`config.mk`:
```
export PLATFORM = sky130hd
export DESIGN_NAME = dmux_stream_router
export DESIGN_NICKNAME = d
export VERILOG_FILES = /design/src/rtl/dmux_stream_router.sv
export SDC_FILE = /design/constraint.sdc
export NUM_CORES = 1
export LEC_CHECK = 0
export BUFFER_PORTS_ARGS = -buffer_cell sky130_fd_sc_hd__buf_4
export CORE_MARGIN = 2
export CORE_UTILIZATION = 50
export DETAILED_ROUTE_END_ITERATION = 6
export HOLD_SLACK_MARGIN = 0.12
export PLACE_DENSITY = 0.88
export SYNTH_ARGS = -nofsm -noshare
export SYNTH_HDL_FRONTEND = slang
export SYNTH_HIERARCHICAL = 1
export SYNTH_SLANG_ARGS = --single-unit
```
`constraint.sdc`:
```
create_clock -name clk -period 2.14 [get_ports clk]
set_input_delay 0.214 -clock clk [delete_from_list [all_inputs] [get_ports clk]]
set_output_delay 0.214 -clock clk [all_outputs]
set_load 0.05 [all_outputs]
```
`src/rtl/dmux_stream_router.sv`:
```
// Registered 1:CHANNELS stream demultiplexer with optional broadcast.
// Each channel has a one-entry holding slot. Out-of-range selects are dropped and counted.

module dmux_stream_router_slot #(
  parameter int WIDTH = 16
) (
  input  logic             clk,
  input  logic             reset,
  input  logic             load,
  input  logic [WIDTH-1:0] data,
  input  logic             ready,
  output logic             valid,
  output logic [WIDTH-1:0] q
);
  // A load on the same edge as a drain wins, so the slot keeps one word per cycle.
  always_ff @(posedge clk or posedge reset) begin
    if (reset) begin
      valid <= 1'b0;
      q     <= '0;
    end else if (load) begin
      valid <= 1'b1;
      q     <= data;
    end else if (ready) begin
      valid <= 1'b0;
    end
  end
endmodule

module dmux_stream_router #(
  parameter int WIDTH    = 16,
  parameter int CHANNELS = 8,
  parameter bit BCAST_EN = 1'b1,
  localparam int SEL_W   = (CHANNELS > 1) ? $clog2(CHANNELS) : 1
) (
  input  logic                      clk,
  input  logic                      reset,
  input  logic                      in_valid,
  output logic                      in_ready,
  input  logic [WIDTH-1:0]          in_data,
  input  logic [SEL_W-1:0]          in_sel,
  input  logic                      in_bcast,
  output logic [CHANNELS-1:0]       out_valid,
  input  logic [CHANNELS-1:0]       out_ready,
  output logic [CHANNELS*WIDTH-1:0] out_data,
  output logic [7:0]                drop_count
);
  typedef struct packed {
    logic             bcast;
    logic [SEL_W-1:0] sel;
    logic [WIDTH-1:0] data;
  } req_t;

  localparam logic [SEL_W:0] CH_LIM = (SEL_W+1)'(CHANNELS);

  req_t                             req;
  logic                             in_range;
  logic                             xfer;
  logic [CHANNELS-1:0]              free;
  logic [CHANNELS-1:0]              sel_hit;
  logic [CHANNELS-1:0]              load;
  logic [CHANNELS-1:0][WIDTH-1:0]   slot_q;

  assign req.bcast = BCAST_EN && in_bcast;
  assign req.sel   = in_sel;
  assign req.data  = in_data;

  assign in_range = {1'b0, req.sel} < CH_LIM;
  assign free     = ~out_valid | out_ready;

  // One-hot decode avoids indexing past CHANNELS for unused select codes.
  always_comb begin
    in_ready = 1'b1;
    if (req.bcast)     in_ready = &free;
    else if (in_range) in_ready = |(sel_hit & free);
  end

  assign xfer = in_valid && in_ready;

  for (genvar i = 0; i < CHANNELS; i++) begin : g_ch
    assign sel_hit[i] = (req.sel == SEL_W'(i));
    assign load[i]    = xfer && (req.bcast || (in_range && sel_hit[i]));

    dmux_stream_router_slot #(.WIDTH(WIDTH)) u_slot (
      .clk   (clk),
      .reset (reset),
      .load  (load[i]),
      .data  (req.data),
      .ready (out_ready[i]),
      .valid (out_valid[i]),
      .q     (slot_q[i])
    );
  end

  assign out_data = slot_q;

  always_ff @(posedge clk or posedge reset) begin
    if (reset)
      drop_count <= 8'd0;
    else if (xfer && !req.bcast && !in_range && drop_count != 8'hFF)
      drop_count <= drop_count + 8'd1;
  end
endmodule

```
Word level (Yosys, flattened, before mapping). Index checks and enable logic that the tools add are counted.

Eq/ne operators: 7. Bitwise logic cells: 3. Multiplexer cells: 17. Reduce and logical (&&, ||, !) cells: 28.

Operators by type and width (count): $mux 1 (17); $reduce_bool 2->1 (8); $eq 3x3->1 const B (4); $logic_and 1x1->1 (9); $and 8x8->8 (1); $logic_or 1x1->1 (8); $not 8->8 (1); $or 8x8->8 (1); $reduce_and 8->1 (1); $reduce_or 8->1 (1); $eq 3x2->1 const B (2); $eq 3x1->1 const B (1); $logic_not 3->1 (1).

Bits in registers: 136. Input bits: 31.

Depth between registers and ports, before layout. Gate-level depths: netlist (run 1).

Word-level depth: 8. Depth in mapped cells: 8.

Modules after synthesis. Netlist (run 1), hierarchy kept.

By module, submodules not included: dmux_stream_router_slot (instances 8, sequential area each 425.4 sq um, cells an instance 38, area each 686.9 sq um); dmux_stream_router (instances 1, sequential area each 0.0 sq um, cells an instance 56, area each 374.1 sq um).

Least setup slack after synthesis (run 1). No wires, ideal clock.

Kind: reg-to-reg. Start point: register g_ch[3].u_slot.valid. End point: register g_ch[0].u_slot.q[10]. Cell stages (with the launch flop): 8. Setup slack: 3 ps. Setup time: 125 ps. Arrival: 2012 ps. Path buffers: 2. Required time: 2015 ps. Cell sequence: dfrtp_1 nor2b_1 nor4_2 nand3_1 a21boi_1 buf_6 buf_12 mux2_4.

Longest elaborated chain between the ends: 7. Elaborated cells between the ends (all ways): 8.

RTL lines: start, declared (RTL line 12) `output logic valid,`; start signal, assigned (RTL line 18) `valid <= 1'b0;`; start signal, assigned (RTL line 21) `valid <= 1'b1;`; start signal, assigned (RTL line 24) `valid <= 1'b0;`; $not 8->8 (*) (RTL line 68) `assign free = ~out_valid | out_ready;`; $or 8x8->8 (*) (RTL line 68); $and 8x8->8 (RTL line 74) `else if (in_range) in_ready = |(sel_hit & free);`; $reduce_or 8->1 (RTL line 74); $mux 1 (*) (RTL line 73) `if (req.bcast) in_ready = &free;`; $logic_and 1x1->1 (*) (RTL line 77) `assign xfer = in_valid && in_ready;`; $logic_and 1x1->1 (*) (RTL line 81) `assign load[i] = xfer && (req.bcast || (in_range && sel_hit[i]));`; via load[0] (RTL line 60) `logic [CHANNELS-1:0] load;`; end signal, assigned (RTL line 22) `q <= data;`; end, declared (RTL line 13) `output logic [WIDTH-1:0] q`.

The timed path passes the listed nets; every way through them passes the cells marked *. A chain may end at the register's enable or synchronous reset.

Worst setup path after layout (run 1).
Start point: register g_ch[5].u_slot.valid. End point: register g_ch[3].u_slot.q[3].

Longest elaborated chain between the ends: 7. Elaborated cells between the ends (all ways): 8.

RTL lines (RTL line): start, declared (12); start signal, assigned (18); start signal, assigned (21); start signal, assigned (24); $not 8->8 (*) (68); $or 8x8->8 (*) (68); $and 8x8->8 (74); $reduce_or 8->1 (74); $mux 1 (*) (73); $logic_and 1x1->1 (*) (77); $logic_and 1x1->1 (*) (81); via load[3] (60); end signal, assigned (22); end, declared (13).

Marked as above.

==> impl_metrics.toml, run 1 <==
[worst_setup_path]
critPathArrivalTime_ns = 2.60
cp_top_family = "simple AND/OR/NAND/NOR gates"
reg2reg_to = "g_ch[3].u_slot/q[3]"
reg2reg_slack_ns = -0.16
cp_cell_sequence = "nor2b_2, buf_4, nor4_4, nand4_1, buf_4, o41ai_4, buf_4, mux2_4"
crit_type = "flop to flop"
startpoint_type = "flop"
r2r_start = "g_ch[5].u_slot/valid"
cp_common_cell = "buf_4"
cp_data_required_time_ns = 2.43
ff2ff_path_depth = 8
cp.depth = 8
cp-end-kind = "flop"
crit_path_top_delay_cell = "dfrtp_1"
worstPathMaxFanout = 7
max_stage_delay_ns = 0.37
crit_path_start = "g_ch[5].u_slot/valid"
path_buf_inv = 3

[placement]
numPortBuffers = 167
gp_congestion = 0.879
hpwl_um = 11000

[detailed_routing]
drt_first_pass_iters = 4
ant_nets = 0
routed_wl_um = 17400
viasPerCell = 5.34
vias = 3950
first_iter_violations = 244
detail_route.wl_per_cell_um = 23.5
drc_errors = 0

[global_route]
grt_usage = 0.262
grt_pass1_vias = 4072
grt_pass1_wl_um = 24700
grt.overflow.total = 0
grt_start_max_net_pins = 18
antenna_found_initial = 0

[worst_hold_path]
hp-start = "in_data[8]"
worstHoldEndpoint = "g_ch[1].u_slot/q[8]"
hp-class = "primary input to flop"
min_path_cells = 2

[clock_tree]
cts_buffer_depth = 2
cts_tree = "yes"
worstSkewPairLatency_ns = 0.43
cts_htree_levels = 4
cts.sinks = 136
cts-root-buf = "clkbuf_16"
cts.clk_slew.worst_paths_ns = 0.06
numCtsBuffers = 17

[synth]
synth.most_common_cell = "dfrtp_1"
syn_avg_cell_area_um2 = 16.3
synth_top_area_frac = 0.580
synthDistinctLibCells = 30
synth_flop_cell = "dfrtp_1"
syn_area_um2 = 5870
syn_inst = 360
synth_commonest_cells = "dfrtp_1, mux2_4, mux2_2"
synth_edf_count = 0
async_flop_share = 1.00
synth-seq-cells = 136
synth_seq_area_share = 0.580
yosys-top-cells-area = "dfrtp_1, mux2_4, mux2_2, buf_12, buf_6"
yosysWarnings = 6
synth_top_cell_by_area = "dfrtp_1"

[outcome]
failed_checks = "negative setup slack"
status = "complete, but fails checks"

[finish]
layout-drive-gt1-share = 0.667
multi_input_area_um2 = 2310
area_growth_syn_to_layout_pct = 44.0
register_area_um2 = 3400
nNetsFinal = 615
diodes = 0
postLayoutCoreUtil = 0.740
fillers = 680

[sta]
fmax_mhz = 435
finalCritPeriodShare = 1.08
hold_viol_final = 0
worst_pin_slew_ns = 0.744
fin_setup_tns_ns = -6.77
skew_ns = 0.0195
fin_crit_ns = 2.30
finalMaxSlewViolations = 0
grt_setup_unrepaired = "true"
setup-violations-final = 102
max_slew_margin = 0.503
setup_ws_ns = -0.161

[floorplan]
die_x_um = 112
placementRows = 39
num_io_pins = 176
die-area_um2 = 12600
core-area_um2 = 11400
start_util = 0.514
die_height_um = 112

[flow_run]
cap_violations = 0
-- layout make-up --
class / instances / share of cell area
flip-flops and latches: 136 / 0.403
multi-input cells: 187 / 0.274
repair buffers: 224 / 0.222
clock buffers: 26 / 0.0626
well taps: 143 / 0.0212
clock inverters: 6 / 0.0101
inverters: 18 / 0.00800
-- worst max path at each step --
stage | to | slack (ns)
2_1_floorplan | g_ch[0].u_slot/q[10] | 0.003
3_3_place_gp | g_ch[1].u_slot/q[2] | -0.07
3_5_place_dp | g_ch[1].u_slot/q[2] | -0.21
4_1_cts | in_ready | 0.001
5_1_grt | g_ch[3].u_slot/q[3] | -0.21
6_report | g_ch[3].u_slot/q[3] | -0.16
-- registers in the layout, summed over array words and instances, names as in the netlist --
register,cells
g_ch.u_slot/q,128
g_ch.u_slot/valid,8
-- layer usage --
layer  vias up  part of all wire  global-route usage
li1       1682                 -                   -
met1      2062              0.39               0.338
met2       172              0.53               0.438
met3        34             0.062              0.0578
met4         0             0.022              0.0943
met5         -                 0                   0
-- kinds of logic (layout without fill, tap and decap cells) --
family | count (synthesis) | count (layout) | synth area share
mux | 128 | 128 | 0.292
flops | 136 | 136 | 0.580
compound gates | 21 | 21 | 0.0292
simple gates | 30 | 30 | 0.0316
buf+inv | 44 | 274 | 0.0671
other cells | 1 | 8 | 0.000639
-- per-stage QoR --
stage / std cells / worst slack, ns / hold slack, ns / instance area (um^2)
6_report: 740 / -0.161 / 0.121 / 8450
5_1_grt: 740 / -0.214 / 0.120 / 8450
4_1_cts: 728 / 0.00125 / 0.121 / 8230
3_5_place_dp: 675 / -0.215 / 0.391 / 7300
3_3_place_gp: 675 / -0.0731 / 0.376 / 7300
2_1_floorplan: 367 / 0.00319 / 0.140 / 5900
-- layout by cell type, fill, tap and decap left out, drive strengths merged, types with 2 or more instances in the layout --
cell type	n
buf	208
dfrtp	136
mux2	128
clkbuf	28
inv	18
dlygate4sd3	14
conb	8
a21o	8
nor2b	8
nand2	4
nor2	4
nand2b	3
o31ai	3
o22ai	3
a21boi	3
nor4	2
nand4b	2
bufinv	2
clkinv	2
clkinvlp	2
o21ai	2
nor3	2
nand3	2
-- what timing repair did --
item                                    in CTS  in global routing
pin swaps                                    6                  4
gates cloned                                 0                  3
hold endpoints to repair                   167                  0
hold buffers                                14                  0
endpoints found under the setup margin      80                129
setup buffers                                7                 10
gates resized for setup                     14                 27
Power of run 1 is not shown: default switching activity piles up to over one toggle a cycle in this logic, so the estimate is an artifact.
==> inputs of run 2 (changes only) <==
--- a/config.mk
+++ b/config.mk
@@ -5,12 +5,13 @@
 export SDC_FILE = /design/constraint.sdc
 export NUM_CORES = 1
 export LEC_CHECK = 0
+export ABC_AREA = 1
 export BUFFER_PORTS_ARGS = -buffer_cell sky130_fd_sc_hd__buf_4
 export CORE_MARGIN = 2
 export CORE_UTILIZATION = 50
 export DETAILED_ROUTE_END_ITERATION = 6
 export HOLD_SLACK_MARGIN = 0.12
-export PLACE_DENSITY = 0.88
+export PLACE_DENSITY = 0.78
 export SYNTH_ARGS = -nofsm -noshare
 export SYNTH_HDL_FRONTEND = slang
 export SYNTH_HIERARCHICAL = 1
==> run 2 against run 1 <==
Compared with the run above:
- hold slack improved by 0.011 ns
- setup slack better by 0.38 ns
- first-iteration DRC count rose by 42%
- the run now ends clean
==> impl_metrics.toml, run 2 <==
[outcome]
status = "complete, no violations"

[floorplan]
start_util = 0.511
num_io_pins = 176
placementRows = 39
die_x_um = 112
die-area_um2 = 12500
core-area_um2 = 11400
die_height_um = 112

[worst_hold_path]
worstHoldEndpoint = "g_ch[4].u_slot/q[2]"
min_path_cells = 3
hp-start = "in_data[2]"
hp-class = "primary input to flop"

[clock_tree]
numCtsBuffers = 17
cts_buffer_depth = 2
cts_hold_buf = 18
cts_htree_levels = 4
cts.clk_slew.worst_paths_ns = 0.05
worstSkewPairLatency_ns = 0.41
postCtsSetupBuffers = 0
cts-root-buf = "clkbuf_16"
cts_resized = 0
cts.sinks = 136
cts_tree = "yes"

[power_and_ir_drop]
sw_frac_of_total = 0.451
p_leak_nw = 4.46
internal_power_mw = 6.93
p_clk_frac = 0.250
cellPowerDensity_nw_per_um2 = 1620
power_frac_comb = 0.439
vdd_drop_max_uv = 994
switchingPower_mw = 5.70
seq_power_share = 0.311

[worst_setup_path]
cp-end-kind = "output pin"
ff2ff_path_depth = 11
startpoint_type = "primary input"
critPathArrivalTime_ns = 1.71
worstPathMaxFanout = 2
crit_type = "primary input to output pin"
cp_data_required_time_ns = 1.93
crit_path_start = "out_ready[1]"
reg2reg_slack_ns = 0.38
r2r_start = "g_ch[3].u_slot/valid"
reg2reg_to = "g_ch[7].u_slot/q[3]"

[synth]
synthDistinctLibCells = 18
synth.most_common_cell = "nand2_1"
synth_top_area_frac = 0.583
syn_avg_cell_area_um2 = 8.75
syn_area_um2 = 5830
synth_top_cell_by_area = "dfrtp_1"
syn_inst = 667
async_flop_share = 1.00
yosys-top-cells-area = "dfrtp_1, nand2_1, nand2_2, buf_8, inv_1"
yosysWarnings = 6
synth_seq_area_share = 0.583
synth_edf_count = 0
synth_commonest_cells = "nand2_1, dfrtp_1, inv_1"
synth_flop_cell = "dfrtp_1"
synth-seq-cells = 136

[detailed_routing]
routed_wl_um = 16700
ant_nets = 0
detail_route.wl_per_cell_um = 16.6
first_iter_violations = 346
vias = 4902
drc_errors = 0
drt_first_pass_iters = 5
viasPerCell = 4.86

[sta]
grt_setup_unrepaired = "false"
max_slew_margin = 0.553
fmax_mhz = 520
finalCritPeriodShare = 0.899
hold_ws_ns = 0.132
setup_ws_ns = 0.215
hold_viol_final = 0
finalMaxSlewViolations = 0
skew_ns = 0.00599
setup-violations-final = 0
fin_crit_ns = 1.92
fin_setup_tns_ns = 0
worst_pin_slew_ns = 0.670

[global_route]
grt_pass1_vias = 4754
grt_start_max_net_pins = 18
grt.overflow.total = 0
grt_usage = 0.269
grt_pass1_wl_um = 25600
antenna_found_initial = 0

[flow_run]
cap_violations = 0

[placement]
numPortBuffers = 167
pre_cts_ws_ns = 0.370
gp_congestion = 0.814
hpwl_um = 11100

[finish]
reg_top3 = "g_ch.u_slot/q (128), g_ch.u_slot/valid (8)"
area_growth_syn_to_layout_pct = 33.6
largest-register = "g_ch.u_slot/q"
layout-drive-gt1-share = 0.291
final_common_cell = "nand2_1"
diodes = 0
fillers = 931
mostFrequentLayoutCells = "nand2_1, buf_4, dfrtp_1"
largest_register_ffs = 128
postLayoutCoreUtil = 0.683
nNetsFinal = 884
## run 2: cell count changes in the layout (fill, tap and decap cells not counted), sizes merged, moves of 4 or more
cell / before / now
clkbuf: 28 / 22
mux2: 128 / 0
nand3: 2 / 8
buf: 208 / 175
dlygate4sd3: 14 / 18
a21o: 8 / 0
nor2: 4 / 17
nand2: 4 / 427
inv: 18 / 41
nor2b: 8 / 0
## run 2: kinds of logic (layout without fill, tap and decap cells)
| family | Yosys count | in the layout | synth area share |
|---|---|---|---|
| simple gates | 453 | 453 | 0.310 |
| compound gates | 3 | 3 | 0.00257 |
| flops | 136 | 136 | 0.583 |
| buf+inv | 74 | 266 | 0.103 |
| other cells | 1 | 8 | 0.000643 |
## run 2: power by group through the flow
stage	clock, mW	combinational [mW]	sequential (mW)
5_1_grt	3.32	5.79	4.00
4_1_cts	3.21	5.57	3.91
2_1_floorplan	0	1.00	6.70
3_5_place_dp	0	5.53	3.93
6_report	3.16	5.54	3.92
3_3_place_gp	0	5.45	3.90
## run 2: layer usage
metal	GRT usage	wire [um]
met1	0.327	6450
met2	0.470	8700
met3	0.0583	1080
met4	0.111	516
met5	0	0
## run 2: how the worst max path moves through the flow
stage / endpoint / slack [ns] / cells after the start
floorplan: g_ch[4].u_slot/q[11] / 0.13 / 13
global placement: g_ch[2].u_slot/q[2] / 0.44 / 14
detailed placement: g_ch[0].u_slot/q[2] / 0.37 / 14
CTS: in_ready / 0.24 / 11
global route: in_ready / 0.13 / 11
finish: in_ready / 0.22 / 11
## run 2: stage by stage
step                      cell area (um^2)  total power [mW]  std cells
after floorplan                       5860              7.71        674
after global placement                6970              9.35        959
after detailed placement              6970              9.46        959
after CTS                             7800              12.7       1009
after global routing                  7800              13.1       1009
final                                 7800              12.6       1009
## run 2: final cells by class
class | count | area, um^2 | area share
clock buffer | 22 | 484 | 0.0621
sequential | 136 | 3400 | 0.437
multi-input combinational | 464 | 1860 | 0.238
clock inverter | 10 | 166 | 0.0213
inverter | 41 | 214 | 0.0274
timing repair buffer | 193 | 1490 | 0.192
tap | 143 | 179 | 0.0229
## run 2: critical path: stages
cell and delay (ns):
dlygate4sd3_1 0.53, buf_4 0.13, inv_1 0.04, nand2_1 0.11, nand3_1 0.11, nand2_1 0.05, nor2_1 0.11, nand2_1 0.07
nand2_1 0.07, nand2_2 0.07, buf_4 0.19
No activity file was read; power rests on OpenSTA's default activity.
